[src/rtl/ftdi_tx_ctrl.sv]
`default_nettype none
// +--------------------------------------------------------------------------+
// | ftdi_tx_ctrl : FTDI 245 sync-FIFO write sequencer, whole-packet bursts.  |
// | Optional macro FTDI_TIMEOUT_EN adds a TXE_N-high watchdog (oTIMEOUT).    |
// | Revision: 1.0                                                            |
// +--------------------------------------------------------------------------+
module ftdi_tx_ctrl #(
  parameter int PKT_LEN = 1024,
  parameter int GAP_CYC = 4
`ifdef FTDI_TIMEOUT_EN
  ,
  parameter int TIMEOUT_CYC = 1_000_000
`endif
) (
  input  logic        iCLK,
  input  logic        iRESET_N,
  input  logic        iEN,
  input  logic [15:0] iFIFO_Q,
  input  logic [12:0] iFIFO_USEDW,
  output logic        oFIFO_RD,
  input  logic        iTXE_N,
  output logic [15:0] oDATA,
  output logic [1:0]  oBE,
  output logic        oWR_N,
  output logic        oOE_N,
  output logic        oRD_N,
  output logic [1:0]  oGPIO,
  output logic        oBUSY,
  output logic [15:0] oPKT_CNT,
`ifdef FTDI_TIMEOUT_EN
  output logic        oTIMEOUT,
`endif
  output logic        oERR
);

  localparam int              W_CNT       = (PKT_LEN > 1) ? $clog2(PKT_LEN) : 1;
  localparam logic [W_CNT-1:0] C_LAST_WORD = W_CNT'(PKT_LEN - 1);
  localparam logic [7:0]      C_LAST_GAP  = 8'(GAP_CYC - 1);
  localparam logic [12:0]     C_PKT_LEN   = 13'(PKT_LEN);

  typedef enum logic [1:0] {
    S_IDLE = 2'd0,
    S_SEND = 2'd1,
    S_GAP  = 2'd2
  } state_t;

  state_t           r_state;
  state_t           w_state_nxt;
  logic [W_CNT-1:0] r_word_cnt;
  logic [7:0]       r_gap_cnt;
  logic             r_wr_n;
  logic [1:0]       r_be;
  logic [15:0]      r_data;
  logic [15:0]      r_pkt_cnt;
  logic             r_err;
  logic             w_pkt_ready;
  logic             w_start;
  logic             w_last_word;
  logic             w_last_gap;
  logic             w_fifo_rd;
  logic             w_busy;

  assign w_pkt_ready = (iFIFO_USEDW >= C_PKT_LEN);
  assign w_start     = iEN && !iTXE_N && w_pkt_ready;
  assign w_last_word = (r_word_cnt == C_LAST_WORD);
  assign w_last_gap  = (r_gap_cnt == C_LAST_GAP);

  always_ff @(posedge iCLK or negedge iRESET_N) begin
    if (!iRESET_N) begin
      r_state <= S_IDLE;
    end else begin
      r_state <= w_state_nxt;
    end
  end

  always_comb begin
    w_state_nxt = r_state;
    w_fifo_rd   = 1'b0;
    w_busy      = 1'b0;
    case (r_state)
      S_IDLE: begin
        if (w_start) w_state_nxt = S_SEND;
      end
      S_SEND: begin
        w_fifo_rd = 1'b1;
        w_busy    = 1'b1;
        if (w_last_word) w_state_nxt = S_GAP;
      end
      S_GAP: begin
        w_busy = 1'b1;
        if (w_last_gap) w_state_nxt = S_IDLE;
      end
      default: w_state_nxt = S_IDLE;
    endcase
  end

  // Bus registers: the show-ahead head word is captured on every read edge,
  // so WR_N trails the read acknowledge by exactly one cycle.
  always_ff @(posedge iCLK or negedge iRESET_N) begin
    if (!iRESET_N) begin
      r_word_cnt <= '0;
      r_gap_cnt  <= '0;
      r_wr_n     <= 1'b1;
      r_be       <= 2'b00;
      r_data     <= 16'h0000;
      r_pkt_cnt  <= 16'h0000;
      r_err      <= 1'b0;
    end else begin
      case (r_state)
        S_SEND: begin
          r_data <= iFIFO_Q;
          r_be   <= 2'b11;
          r_wr_n <= 1'b0;
          if (w_last_word) begin
            r_word_cnt <= '0;
            r_pkt_cnt  <= r_pkt_cnt + 16'd1;
          end else begin
            r_word_cnt <= r_word_cnt + 1'b1;
          end
          // The first SEND cycle follows the TXE_N check that started the burst.
          if (iTXE_N && (r_word_cnt != '0)) r_err <= 1'b1;
        end
        S_GAP: begin
          r_wr_n    <= 1'b1;
          r_be      <= 2'b00;
          r_gap_cnt <= w_last_gap ? 8'd0 : r_gap_cnt + 8'd1;
        end
        default: begin
          r_wr_n     <= 1'b1;
          r_be       <= 2'b00;
          r_word_cnt <= '0;
          r_gap_cnt  <= '0;
        end
      endcase
    end
  end

`ifdef FTDI_TIMEOUT_EN
  localparam logic [19:0] C_TIMEOUT = 20'(TIMEOUT_CYC);

  logic [19:0] r_to_cnt;
  logic        r_timeout;

  always_ff @(posedge iCLK or negedge iRESET_N) begin
    if (!iRESET_N) begin
      r_to_cnt  <= 20'd0;
      r_timeout <= 1'b0;
    end else if ((r_state != S_IDLE) || !iTXE_N) begin
      r_to_cnt <= 20'd0;
    end else if (w_pkt_ready && (r_to_cnt != C_TIMEOUT)) begin
      r_to_cnt <= r_to_cnt + 20'd1;
      if ((r_to_cnt + 20'd1) == C_TIMEOUT) r_timeout <= 1'b1;
    end
  end

  assign oTIMEOUT = r_timeout;
`endif

  assign oFIFO_RD = w_fifo_rd;
  assign oBUSY    = w_busy;
  assign oDATA    = r_data;
  assign oBE      = r_be;
  assign oWR_N    = r_wr_n;
  assign oPKT_CNT = r_pkt_cnt;
  assign oERR     = r_err;
  assign oOE_N    = 1'b1;
  assign oRD_N    = 1'b1;
  assign oGPIO    = 2'b00;

endmodule
`default_nettype wire

[config.mk]
export PLATFORM = sky130hd
export DESIGN_NAME = ftdi_tx_ctrl
export DESIGN_NICKNAME = d
export VERILOG_FILES = /design/src/rtl/ftdi_tx_ctrl.sv
export SDC_FILE = /design/constraint.sdc
export NUM_CORES = 1
export LEC_CHECK = 0
export CAP_MARGIN = 0
export CORE_UTILIZATION = 40
export CTS_BUF_LIST = sky130_fd_sc_hd__clkbuf_2
export CTS_CLUSTER_DIAMETER = 120
export DETAILED_ROUTE_END_ITERATION = 8
export PLACE_DENSITY = 0.69
export SLEW_MARGIN = 20
export SYNTH_ARGS = -nofsm -noshare
export SYNTH_HDL_FRONTEND = slang
export SYNTH_SLANG_ARGS = --single-unit
[constraint.sdc]
create_clock -name iCLK -period 3.95 [get_ports iCLK]
set_input_delay 0.79 -clock iCLK [delete_from_list [all_inputs] [get_ports iCLK]]
set_output_delay 0.79 -clock iCLK [all_outputs]
set_load 0.05 [all_outputs]
==> summary.md <==
| Metric | Value |
|---|---|
| FF-to-FF setup slack | 1770 ps |
| Core Box Area | 6386 um^2 |
| Setup CP Type | reg2out |
| Largest net degree at the start of global routing | 41 |
| Slew margin rel. | 38.56% |
| Final Hold Viols | 0 |
| Unrepaired setup endpoints after global routing | no |
| Num CTS Buffers | 5 |
| Main area contributors after synthesis | dfrtp_1, mux2_2, xnor2_1, nand2_1, ha_1 |
| Antenna violations before repair | 0 |
| Most frequent cell after synthesis | dfrtp_1 |
| Startpoint type of the worst setup path | flop |
| Comb pwr share | 48.7% |
| Slew Viols, Final | 0 |
| Clock Path Buffers | 2 |
| Syn Area/Cell | 10.90 um^2 |
| Post-synth top cells | dfrtp_1, nand2_1, xnor2_1 |
| Worst endpoint required time | 3160 ps |
| Critical path endpoint | oBUSY |
| Routed WL | 5348 um |
| Power Dens Cells | 592.0 nW/um^2 |
| HPWL after DPL | 3693 um |
| Resized cells post-CTS | 0 |
| # DRC | 0 |
| Net Sw Power | 0.8671 mW |
| Leakage | 1.386 nW |
| Sequential share of the synthesized area | 51.79% |
| RD Place Congestion | 0.7941 |
| Dpl cells | 372 |
| CTS tree | yes |
| Cell area after layout | 3368 um^2 |
| Initial drt markers | 83 |
| Hold crit path type | in2async |
| Nets@finish | 342 |
| Reg2reg path depth | 7 |
| Die Height | 83.55 um |
| Vias in the first global route | 1,890 |
| Yosys Warn Count | 0 |
| Antenna diodes | 0 |
| Wire per inst | 14.07 um |
| Worst-margin pin slew | 921.7 ps |
| Internal power | 1.127 mW |
| GR Util All Layers | 15.92% |
| Congestion Overflow GR | 0 |
| Final Setup Violations | 0 |
| DIE AREA | 6981 um^2 |
| Share of layout cells above drive strength 1 | 11.55% |
| Clk slew on worst S/H paths | 260 ps |
| Critical R2R Capture | oPKT_CNT[11] |
| Port bufs | 60 |
| Asr flop ratio synth | 100.0% |
| Layout area overhead | 26.62% |
| Fin cells | 380 |
| Setup TNS | 0 ps |
| Final design utilization | 52.74% |
| Worst EP arrival | 2040 ps |
| DRT Pass-1 Iters | 4 |
| VDD IR max | 0.4497 mV |
| Number of synthesized register bits | 55 |
| Starting Density | 41.65% |
| Minimum clock period | 2830 ps |
| CTS Hold Buffers Added | 0 |
| First-pass GRT wire length | 8928 um |
| Antenna-violating nets left | 0 |
| Post-synth EDFFs | 0 |
| Largest area contributor in the netlist | dfrtp_1 |
| DR vias/cell | 5.205 |
| Post-place instance area | 3304 um^2 |
| Crit. End Element | output port |
| Vias | 1,978 |
| Row count | 29 |
| Clock root buffer | clkbuf_2 |
| Max FO, Critical Path | 3 |
| Mapped Cells | 244 |
| Die width | 83.55 um |
| Setup bufs post-CTS | 0 |
| Mapped Area | 2660 um^2 |
| Area fraction of the dominant cell type after synthesis | 50.80% |
| I/O Pins | 75 |
| Status | finished, final reports clean |
| Beginning of the critical path | r_state[1] |
| Unique masters post-synth | 42 |
| Final worst-path cycle share | 71.64% |
| Max-Cap Viols | 0 |
| Layout filler cell count | 587 |
| Clock power frac | 14.0% |
| Clk sinks | 55 |
| Most used DFF post-synth | dfrtp_1 |
| CTS H-tree lvls | 2 |
| Final Skew | 3.203 ps |
| Fmax | 0.3534 GHz |
| Tot Pwr | 1.994 mW |
| Worst-Skew Late Latency | 430 ps |
| Sequential fraction of design power | 37.2% |
| R2r startpoint | r_state[1] |
| Switching Fraction | 43.49% |
-- critical path, cell delays in order, from the launching register on --
cell and delay (ps):
dfrtp_1 450, inv_1 70, ha_1 270, clkdlybuf4s50_1 810
-- power groups by stage --
stage	sequential, mW	combinational [mW]	clock (mW)
after floorplan	1.09	0.339	0
after global placement	0.747	0.977	0
after detailed placement	0.755	0.979	0
after CTS	0.744	0.984	0.294
after global routing	0.759	1.02	0.315
final	0.742	0.972	0.280
-- layer usage --
metal	GRT usage, %	part of all wire (%)
met1	20.83	45
met2	26.60	50
met3	4.154	4.1
met4	3.698	1.0
met5	0	0
-- area by class of cell --
cell class | count | area [um^2] | area share (%)
Clock inverter | 3 | 38.79 | 1.152
Multi-Input combinational cell | 170 | 1190 | 35.33
Tap cell | 77 | 96.34 | 2.860
Clock buffer | 5 | 25.02 | 0.7429
Sequential cell | 55 | 1378 | 40.90
Inverter | 8 | 30.03 | 0.8915
Timing Repair Buffer | 62 | 610.6 | 18.13
-- how the worst min path moves through the flow --
stage                         end         start  cells past startpoint
finish              r_word_cnt[5]      iRESET_N                      1
global route        r_word_cnt[1]      iRESET_N                      1
CTS                      oDATA[7]      iRESET_N                      1
detailed placement   oPKT_CNT[15]  oPKT_CNT[15]                      1
global placement             oERR          oERR                      1
floorplan            r_gap_cnt[1]  r_gap_cnt[1]                      2
-- cell families after synthesis --
family                   Yosys count  share of synthesized area [%]
flip-flops                        55                          51.79
AND/OR/NAND/NOR                   91                          18.53
other                              2                         0.2823
adder cells (fa/ha/maj)            7                          3.292
XOR/XNOR                          19                          6.256
multiplexers                      21                          8.702
buffers and inverters             21                          3.763
AO/OA/AOI/OAI                     28                          7.385
-- per-stage QoR --
step                      hold WS (ps)  worst slack (ps)
after floorplan                  476.1              1707
after global placement           456.6              1644
after detailed placement         465.3              1633
after CTS                        445.0              1075
after global routing             457.5             983.4
final                            444.6              1120
-- state kept, by name, indices dropped and copies added, names as in the netlist --
register	cells
oDATA	16
r_state	2
r_gap_cnt	8
oWR_N	1
oBE	1
oPKT_CNT	16
r_word_cnt	10
oERR	1
-- cell usage in the layout, fill, tap and decap left out, types with 2 or more instances in the layout --
cell type | synthesis | final
a21o_1 | 3 | 3
a21oi_1 | 4 | 4
a31oi_1 | 3 | 3
and3_1 | 3 | 3
buf_4 | 5 | 2
clkbuf_2 | 1 | 5
clkdlybuf4s50_1 | 0 | 59
conb_1 | 2 | 4
dfrtp_1 | 54 | 54
ha_1 | 7 | 7
inv_1 | 8 | 8
mux2_2 | 16 | 16
mux2i_1 | 4 | 4
nand2_1 | 25 | 25
nand2b_1 | 3 | 3
nand3_1 | 14 | 14
nand4_1 | 7 | 7
nor2_1 | 14 | 14
nor2b_1 | 2 | 2
nor3_1 | 9 | 9
nor4_1 | 4 | 4
o21ai_0 | 12 | 12
o31ai_4 | 2 | 2
or4_1 | 2 | 2
xnor2_1 | 17 | 17
xor2_1 | 2 | 2
No activity file was read; power rests on OpenSTA's default activity.
